==> src/rtl/i2c_temp_target_pkg.sv <==
// ============================================================================
// i2c_temp_target_pkg : state encoding, register map and read mux helper
// Revision: 1.0
// ============================================================================
`default_nettype none

package i2c_temp_target_pkg;

   typedef enum logic [2:0] {
      ST_IDLE     = 3'd0,
      ST_ADDR     = 3'd1,
      ST_ADDR_ACK = 3'd2,
      ST_WR_BYTE  = 3'd3,
      ST_WR_ACK   = 3'd4,
      ST_RD_BYTE  = 3'd5,
      ST_RD_ACK   = 3'd6,
      ST_IGNORE   = 3'd7
   } state_e;

   localparam logic [7:0] REG_TEMP_MSB     = 8'h00;
   localparam logic [7:0] REG_TEMP_LSB     = 8'h01;
   localparam logic [7:0] REG_CFG          = 8'h03;
   localparam logic [7:0] REG_ID           = 8'h0B;
   localparam logic [7:0] ID_VALUE_DEFAULT = 8'hCB;
   localparam logic [6:0] DEV_ADDR_DEFAULT = 7'h48;

   function automatic logic [7:0] reg_read(input logic [7:0] ptr,
                                           input logic [7:0] msb,
                                           input logic [7:0] lsb,
                                           input logic [7:0] cfg,
                                           input logic [7:0] id);
      logic [7:0] data;
      case (ptr)
         REG_TEMP_MSB: data = msb;
         REG_TEMP_LSB: data = lsb;
         REG_CFG:      data = cfg;
         REG_ID:       data = id;
         default:      data = 8'h00;
      endcase
      return data;
   endfunction

endpackage

`default_nettype wire

==> src/rtl/i2c_temp_target_bus_sync.sv <==
// ============================================================================
// i2c_bus_sync : 2-FF pad synchronizers, SCL edge and START/STOP detection
// Revision: 1.0
// ============================================================================
`default_nettype none

module i2c_bus_sync (
   input  logic clk_i,
   input  logic rst_i,
   input  logic scl_i,
   input  logic sda_i,
   output logic sda_o,
   output logic scl_rise_o,
   output logic scl_fall_o,
   output logic start_o,
   output logic stop_o
);

   logic scl_meta_q, scl_sync_q, scl_dly_q;
   logic sda_meta_q, sda_sync_q, sda_dly_q;

   // Reset to the idle bus level so leaving reset never looks like START/STOP
   always_ff @(posedge clk_i) begin
      if (rst_i) begin
         scl_meta_q <= 1'b1;
         scl_sync_q <= 1'b1;
         scl_dly_q  <= 1'b1;
         sda_meta_q <= 1'b1;
         sda_sync_q <= 1'b1;
         sda_dly_q  <= 1'b1;
      end else begin
         scl_meta_q <= scl_i;
         scl_sync_q <= scl_meta_q;
         scl_dly_q  <= scl_sync_q;
         sda_meta_q <= sda_i;
         sda_sync_q <= sda_meta_q;
         sda_dly_q  <= sda_sync_q;
      end
   end

   assign sda_o      = sda_sync_q;
   assign scl_rise_o = scl_sync_q & ~scl_dly_q;
   assign scl_fall_o = ~scl_sync_q & scl_dly_q;
   assign start_o    = scl_sync_q & scl_dly_q & sda_dly_q & ~sda_sync_q;
   assign stop_o     = scl_sync_q & scl_dly_q & ~sda_dly_q & sda_sync_q;

endmodule

`default_nettype wire

==> src/rtl/i2c_temp_target.sv <==
// ============================================================================
// i2c_temp_target : I2C target exposing a temperature sensor register file
// Revision: 1.0
// ============================================================================
`default_nettype none

module i2c_temp_target
   import i2c_temp_target_pkg::*;
#(
   parameter logic [6:0] DEV_ADDR = DEV_ADDR_DEFAULT,
   parameter logic [7:0] ID_VALUE = ID_VALUE_DEFAULT
) (
   input  logic       sys_clk,
   input  logic       rst,
   input  logic       scl_in,
   input  logic       sda_in,
   output logic       sda_oe,
   input  logic [7:0] temp_msb,
   input  logic [7:0] temp_lsb,
   output logic [7:0] cfg_reg,
   output logic       busy,
   output logic       xfer_done
);

   logic sda_s, scl_rise, scl_fall, start_det, stop_det;

   i2c_bus_sync u_sync (
      .clk_i      (sys_clk),
      .rst_i      (rst),
      .scl_i      (scl_in),
      .sda_i      (sda_in),
      .sda_o      (sda_s),
      .scl_rise_o (scl_rise),
      .scl_fall_o (scl_fall),
      .start_o    (start_det),
      .stop_o     (stop_det)
   );

   state_e     state_q, state_d;
   logic [2:0] cnt_q, cnt_d;
   logic [7:0] shift_q, shift_d, tx_q, tx_d, ptr_q, ptr_d, cfg_q, cfg_d;
   logic [7:0] snap_msb_q, snap_msb_d, snap_lsb_q, snap_lsb_d;
   logic       oe_q, oe_d, busy_q, busy_d, done_q, done_d;
   logic       phase_q, phase_d, rw_q, rw_d, first_q, first_d;
   logic [7:0] rx_byte, rd_data;

   always_ff @(posedge sys_clk) begin
      if (rst) begin
         state_q    <= ST_IDLE;
         cnt_q      <= 3'd0;
         shift_q    <= 8'h00;
         tx_q       <= 8'h00;
         ptr_q      <= 8'h00;
         cfg_q      <= 8'h00;
         snap_msb_q <= 8'h00;
         snap_lsb_q <= 8'h00;
         oe_q       <= 1'b0;
         busy_q     <= 1'b0;
         done_q     <= 1'b0;
         phase_q    <= 1'b0;
         rw_q       <= 1'b0;
         first_q    <= 1'b0;
      end else begin
         state_q    <= state_d;
         cnt_q      <= cnt_d;
         shift_q    <= shift_d;
         tx_q       <= tx_d;
         ptr_q      <= ptr_d;
         cfg_q      <= cfg_d;
         snap_msb_q <= snap_msb_d;
         snap_lsb_q <= snap_lsb_d;
         oe_q       <= oe_d;
         busy_q     <= busy_d;
         done_q     <= done_d;
         phase_q    <= phase_d;
         rw_q       <= rw_d;
         first_q    <= first_d;
      end
   end

   assign rx_byte = {shift_q[6:0], sda_s};
   assign rd_data = reg_read(ptr_q, snap_msb_q, snap_lsb_q, cfg_q, ID_VALUE);

   // phase_q marks the second half of a two-falling-edge ACK window
   always_comb begin
      state_d    = state_q;
      cnt_d      = cnt_q;
      shift_d    = shift_q;
      tx_d       = tx_q;
      ptr_d      = ptr_q;
      cfg_d      = cfg_q;
      snap_msb_d = snap_msb_q;
      snap_lsb_d = snap_lsb_q;
      oe_d       = oe_q;
      busy_d     = busy_q;
      done_d     = 1'b0;
      phase_d    = phase_q;
      rw_d       = rw_q;
      first_d    = first_q;

      if (stop_det) begin
         state_d = ST_IDLE;
         oe_d    = 1'b0;
         busy_d  = 1'b0;
         done_d  = 1'b1;
      end else if (start_det) begin
         state_d = ST_ADDR;
         cnt_d   = 3'd0;
         oe_d    = 1'b0;
         busy_d  = 1'b1;
         phase_d = 1'b0;
      end else begin
         case (state_q)
            ST_ADDR: if (scl_rise) begin
               shift_d = rx_byte;
               cnt_d   = cnt_q + 3'd1;
               if (cnt_q == 3'd7) begin
                  rw_d    = rx_byte[0];
                  phase_d = 1'b0;
                  state_d = (rx_byte[7:1] == DEV_ADDR) ? ST_ADDR_ACK : ST_IGNORE;
               end
            end
            ST_ADDR_ACK: if (scl_fall) begin
               if (!phase_q) begin
                  oe_d    = 1'b1;
                  phase_d = 1'b1;
                  if (rw_q) begin
                     snap_msb_d = temp_msb;
                     snap_lsb_d = temp_lsb;
                  end
               end else begin
                  phase_d = 1'b0;
                  if (rw_q) begin
                     state_d = ST_RD_BYTE;
                     oe_d    = ~rd_data[7];
                     tx_d    = {rd_data[6:0], 1'b0};
                     cnt_d   = 3'd1;
                  end else begin
                     state_d = ST_WR_BYTE;
                     oe_d    = 1'b0;
                     cnt_d   = 3'd0;
                     first_d = 1'b1;
                  end
               end
            end
            ST_WR_BYTE: if (scl_rise) begin
               shift_d = rx_byte;
               cnt_d   = cnt_q + 3'd1;
               if (cnt_q == 3'd7) begin
                  if (first_q) begin
                     ptr_d   = rx_byte;
                     first_d = 1'b0;
                  end else if (ptr_q == REG_CFG) begin
                     cfg_d = rx_byte;
                  end
                  phase_d = 1'b0;
                  state_d = ST_WR_ACK;
               end
            end
            ST_WR_ACK: if (scl_fall) begin
               oe_d    = ~phase_q;
               phase_d = ~phase_q;
               if (phase_q) state_d = ST_WR_BYTE;
            end
            ST_RD_BYTE: if (scl_fall) begin
               if (cnt_q == 3'd0) begin
                  oe_d    = 1'b0;
                  phase_d = 1'b0;
                  state_d = ST_RD_ACK;
               end else begin
                  oe_d  = ~tx_q[7];
                  tx_d  = {tx_q[6:0], 1'b0};
                  cnt_d = cnt_q + 3'd1;
               end
            end
            ST_RD_ACK: begin
               if (scl_rise) begin
                  if (sda_s) begin
                     state_d = ST_IGNORE;
                  end else begin
                     ptr_d   = ptr_q + 8'd1;
                     phase_d = 1'b1;
                  end
               end else if (scl_fall && phase_q) begin
                  phase_d = 1'b0;
                  state_d = ST_RD_BYTE;
                  oe_d    = ~rd_data[7];
                  tx_d    = {rd_data[6:0], 1'b0};
                  cnt_d   = 3'd1;
               end
            end
            ST_IDLE, ST_IGNORE: ;
            default: state_d = ST_IDLE;
         endcase
      end
   end

   assign sda_oe    = oe_q;
   assign cfg_reg   = cfg_q;
   assign busy      = busy_q;
   assign xfer_done = done_q;

endmodule

`default_nettype wire

==> config.mk <==
export PLATFORM = sky130hd
export DESIGN_NAME = i2c_temp_target
export DESIGN_NICKNAME = d
export VERILOG_FILES = /design/src/rtl/i2c_temp_target_pkg.sv /design/src/rtl/i2c_temp_target_bus_sync.sv /design/src/rtl/i2c_temp_target.sv
export SDC_FILE = /design/constraint.sdc
export NUM_CORES = 1
export LEC_CHECK = 0
export ABC_AREA = 1
export CORE_MARGIN = 10
export CORE_UTILIZATION = 30
export DETAILED_ROUTE_END_ITERATION = 12
export DONT_BUFFER_PORTS = 1
export MAX_ROUTING_LAYER = met4
export PLACE_DENSITY = 0.48
export SYNTH_ARGS = -nofsm -noshare
export SYNTH_HDL_FRONTEND = slang
export SYNTH_SLANG_ARGS = --single-unit
==> constraint.sdc <==
create_clock -name sys_clk -period 3.1 [get_ports sys_clk]
set_input_delay 0.31 -clock sys_clk [delete_from_list [all_inputs] [get_ports sys_clk]]
set_output_delay 0.31 -clock sys_clk [all_outputs]
set_load 0.01 [all_outputs]
==> flow_summary.toml, run 1 <==
[run_status]
status = "complete, no violations"

[setup_path]
crit_buf_inv = 2
cp_top_family = "simple AND/OR/NAND/NOR gates"
cp_data_arrival_time_ns = 2.36
start_kind = "register"
crit_type = "reg -> reg"
cp-end-kind = "register"
worstPathRequired_ns = 3.33
worstPathCellList = "inv_2 -> nor2_4 -> nand2_4 -> nor2_1 -> nor2_1 -> nand2_1 -> nor2_1 -> nand2_1 -> inv_1 -> nand2_1 -> a21oi_1"
cpPeakStageDelay_ns = 0.60
crit_path_max_fanout = 15
crit_slowest_cell = "dfxtp_1"

[floorplan]
die_w_um = 128
dieArea_mm2 = 0.0164
start_util_pct = 30.6
die_h_um = 128
pin_count = 31
rows = 39
core_mm2 = 0.0114

[synth]
yosysSeqAreaShare_pct = 36.7
syn_inst = 513
synth_area_mm2 = 0.00349
synthDistinctLibCells = 41
synth_ff_type = "dfxtp_1"
synth_area_leaders = "dfxtp_1 37%, nand2_1 12%, nor2_1 9.1%, o21ai_0 7.2%, a21oi_1 5.7%"
syn_nets = 539
synth_async_sr_flop_share_pct = 0
synth_top_cell_by_area = "dfxtp_1"
synth_top_area_share_pct = 36.7
synth_edf_count = 0
yosys_warnings = 0
avgSynthCellArea_um2 = 6.81
synth_seq_cells = 64

[clock_tree]
cts_htree_levels = 3
postCtsSetupRepairBufs = 0
clk_pin_slew_ns = 0.06
tritoncts = "done"
cts_hold_buf = 0
clock-sinks = 64
cts_buffers = 9
cts_resized = 0
cts_root_buffer = "clkbuf_16"
clk_latency_ns = 0.34
cts_buffer_depth = 2

[power_and_ir_drop]
peakVddDrop_uv = 339
power.density_mw_per_mm2 = 793
leakagePower_nw = 1.67

[sta]
period_needed_ns = 2.13
final_hold_viol_count = 0
rsz0062_at_grt = "no"
worst_pin_slew_ns = 0.709
setup_viol = 0
fin_tns_setup_ns = 0
period_share_pct = 68.7
fin_skew_ns = 0.00895
maxSlewViolCount = 0
slew_headroom_pct = 52.4
layout_setup_ws_ns = 0.970
fmax_ghz = 0.470

[grt]
grt_pass1_wl_um = 16500
grt_util_met2_pct = 19.6
overflow = 0
grt-busiest-layer = "met2"
grt_util_met3_pct = 3.64
antenna_found_initial = 0
grt_pass1_vias = 3239
grt_start_max_net_pins = 47
grt_use_met1_pct = 15.5
grt.total_usage_pct = 12.9

[layout]
instances_no_fill = 658
diodes = 0
final_cell_mix = "111 x nand2_1, 85 x nor2_1, 64 x dfxtp_1"
areaGrowthSynthToFinish_pct = 11.6
fin_nets = 536
mostFrequentLayoutCell = "nand2_1"
fin_area_mm2 = 0.00390
drive_gt1_share_pct = 11.7

[route]
num_vias = 3277
drtIter0Drc = 239
ant_nets = 0
firstDrtPassIters = 5
wirelength_um = 9910
wl_per_cell_um = 15.1
drc_errors = 0
via_per_inst = 4.98

[placement]
gp_congestion = 0.908
place_ws_ns = 0.990
dpl-instance-area_mm2 = 0.00357
dp_hpwl_um = 7370
placedCellCount = 642
port_buffers = 0

[job]
maxCapViolations = 0

[worst_hold_path]
hold_class = "in -> reg"
-- layout make-up --
type	count	area, um^2
clock buffers	9	225
clock inverters	7	101
fillers	1265	7520
inverters	52	204
multi-input cells	381	1890
flip-flops and latches	64	1280
well taps	143	179
repair buffers	2	15.0
-- Yosys cell counts, types with 7 or more instances --
cell type / instances
nor2_4: 7
nor2_1: 85
inv_1: 42
nand3_1: 28
nand2_1: 111
dfxtp_1: 64
a21oi_1: 40
o21ai_0: 50
-- routing by layer --
layer,part of all wire (%),vias up
li1,-,1664
met1,46,1473
met2,45,117
met3,6.3,23
met4,2.6,0
met5,0,-
-- worst register-to-register path, stage by stage (launching register included) --
cell     delay, ns
dfxtp_1       0.60
inv_2         0.12
nor2_4        0.13
nand2_4       0.15
nor2_1        0.20
nor2_1        0.06
nand2_1       0.10
nor2_1        0.05
nand2_1       0.31
inv_1         0.15
nand2_1       0.10
a21oi_1       0.06
-- logic make-up (layout without fill, tap and decap cells) --
family	after synthesis	count (layout)	share of synthesized area, %
adders and majority gates	6	6	2.15
AOI/OAI and AO/OA	110	110	16.9
DFF	64	64	36.7
buffers and inverters	68	70	9.10
xor gates and xnor gates	1	1	0.251
and+or+nand+nor	264	264	34.9
-- power by group --
part,switching (mW),internal [mW]
sequential,0.122,0.893
combinational,0.647,0.306
clock,0.410,0.712
total,1.18,1.91
-- worst paths after layout --
kind / from / endpoint / slack, ns / cells after the start
setup / recovery: state_q[1] / tx_q[5] / 0.97 / 11
hold / removal: rst / tx_q[5] / 0.04 / 1
setup reg to reg: state_q[1] / tx_q[5] / 0.97 / 11
hold reg to reg: u_sync.sda_meta_q / u_sync.sda_o / 0.41 / 1
-- stage by stage --
step	utilization, %	power, mW	hold WS, ns
finish	34.1	3.09	0.0397
floorplan	-	1.81	0.389
global route	34.1	3.31	0.0323
global placement	31.3	2.00	0.384
CTS	34.1	3.12	0.0258
detailed placement	31.3	1.98	0.385
(Power assumes the default switching activity.)
==> run 2, diff against run 1 <==
==> constraint.sdc (replaced) <==
create_clock -name sys_clk -period 2 [get_ports sys_clk]
set_input_delay 0.2 -clock sys_clk [delete_from_list [all_inputs] [get_ports sys_clk]]
set_output_delay 0.2 -clock sys_clk [all_outputs]
set_load 0.01 [all_outputs]
==> run 2 against run 1 <==
  * Die area is the same
  * Highest routed layer unchanged
  * Setup slack worse by 0.74 ns
  * Flip-flop and latch count unchanged
  * Sequential share of layout area down 1.6 points
  * Largest power group is now combinational logic
  * Hold slack worse by 0.032 ns
  * Clock skew fell by 0.00062 ns
  * Register-to-register slack lost 0.74 ns
  * Core utilization up 1.7 points
  * Critical endpoint is now sda_oe
==> flow_summary.toml, run 2 (same netlist as run 1, synthesis figures left out) <==
[run_status]
status = "complete, no violations"

[setup_path]
crit_buf_inv = 0
path_common_cell = "nand3_1"
worstPathCellList = "ha_1 -> nand3_1 -> nor2_1 -> a21oi_1 -> nand3_1 -> nand2_1 -> nand3_1 -> a21oi_1"
cp_top_family = "simple AND/OR/NAND/NOR gates"
start_kind = "register"
crit_type = "reg -> reg"
crit_path_max_fanout = 6
worstPathRequired_ns = 2.20
cpPeakStageDelay_ns = 0.40
cp-end-kind = "register"
cp_data_arrival_time_ns = 1.97
crit_slowest_cell = "dfxtp_1"

[placement]
port_buffers = 0
placedCellCount = 657
gp_congestion = 0.914
dp_hpwl_um = 7300

[route]
wl_per_cell_um = 14.3
drc_errors = 0
wirelength_um = 9780
firstDrtPassIters = 6
via_per_inst = 4.87
drtIter0Drc = 153
ant_nets = 0
num_vias = 3333

[sta]
fin_tns_setup_ns = 0
maxSlewViolCount = 0
fin_skew_ns = 0.00832
worst_pin_slew_ns = 0.601
setup_viol = 0
period_needed_ns = 1.77
slew_headroom_pct = 59.8
period_share_pct = 88.3
final_hold_viol_count = 0
rsz0062_at_grt = "no"
fmax_ghz = 0.566

[job]
maxCapViolations = 0

[floorplan]
core_mm2 = 0.0114
pin_count = 31
rows = 39
start_util_pct = 30.6
dieArea_mm2 = 0.0164
die_h_um = 128
die_w_um = 128

[power_and_ir_drop]
power.density_mw_per_mm2 = 1120
peakVddDrop_uv = 597
leakagePower_nw = 1.78

[clock_tree]
cts_root_buffer = "clkbuf_16"
clock-sinks = 64
clk_pin_slew_ns = 0.06
tritoncts = "done"
postCtsSetupRepairBufs = 0
cts_buffers = 9
cts_buffer_depth = 2
cts_htree_levels = 3
clk_latency_ns = 0.33

[layout]
fin_nets = 564
mostFrequentLayoutCell = "nand2_1"
instances_no_fill = 685
regArea_mm2 = 0.00128
drive_gt1_share_pct = 13.8
diodes = 0
final_cell_mix = "111 x nand2_1, 85 x nor2_1, 63 x dfxtp_1"
areaGrowthSynthToFinish_pct = 17.3
nFillCells = 1258
multi_input_area_mm2 = 0.00190

[grt]
grt.total_usage_pct = 12.7
grt_pass1_vias = 3282
antenna_found_initial = 0
grt_pass1_wl_um = 16400
overflow = 0
grt_start_max_net_pins = 42

[worst_hold_path]
hold_class = "in -> reg"
[run 2: area by class of cell]
type	count	area share, %
clock buffers	9	5.50
clock inverters	6	0.916
inverters	52	4.98
multi-input cells	381	46.3
flip-flops and latches	64	31.3
well taps	143	4.37
repair buffers	30	6.60
[run 2: worst reg2reg max path, delay by kind of cell (launching register included)]
family | cells | cell delay, ns
fa+ha+maj | 1 | 0.29
simple gates | 5 | 0.73
flops | 1 | 0.40
compound gates | 2 | 0.21
[run 2: repair_timing]
action                                  4_1_cts  5_1_grt
hold buffers                                 13        0
gates resized for setup                       0        2
hold endpoints to repair                     23        0
endpoints found under the setup margin        0       19
[run 2: layer usage]
metal	up-vias	global-route usage [%]	wire length (um)
met5	-	-	0
met2	82	19.7	4450
met4	0	3.44	122
li1	1719	-	-
met1	1521	15.2	4630
met3	11	4.63	575
[run 2: report_power, final]
part           switching, mW  internal (mW)
logic                   1.08          0.579
registers              0.130           1.39
clock network          0.585          0.825
[run 2: final timing paths]
path | slack (ns) | cells past startpoint | end | startpoint
setup reg to reg | 0.23 | 8 | sda_oe | ptr_q[0]
hold reg to reg | 0.41 | 1 | u_sync.scl_sync_q | u_sync.scl_meta_q
hold / removal | 0.008 | 2 | snap_lsb_q[4] | temp_lsb[4]
setup / recovery | 0.23 | 8 | sda_oe | ptr_q[0]
[run 2: per-stage QoR]
stage / utilization [%] / instance area [um^2] / worst slack, ns / hold WS [ns] / power, mW
floorplan: - / 3490 / 0.460 / 0.304 / 2.81
global placement: 32.4 / 3700 / 0.140 / 0.273 / 3.20
detailed placement: 32.4 / 3700 / 0.106 / 0.275 / 3.16
CTS: 35.8 / 4090 / 0.0735 / 0.000160 / 4.63
global route: 35.9 / 4100 / 0.0164 / 0.00836 / 4.94
finish: 35.9 / 4100 / 0.233 / 0.00766 / 4.59
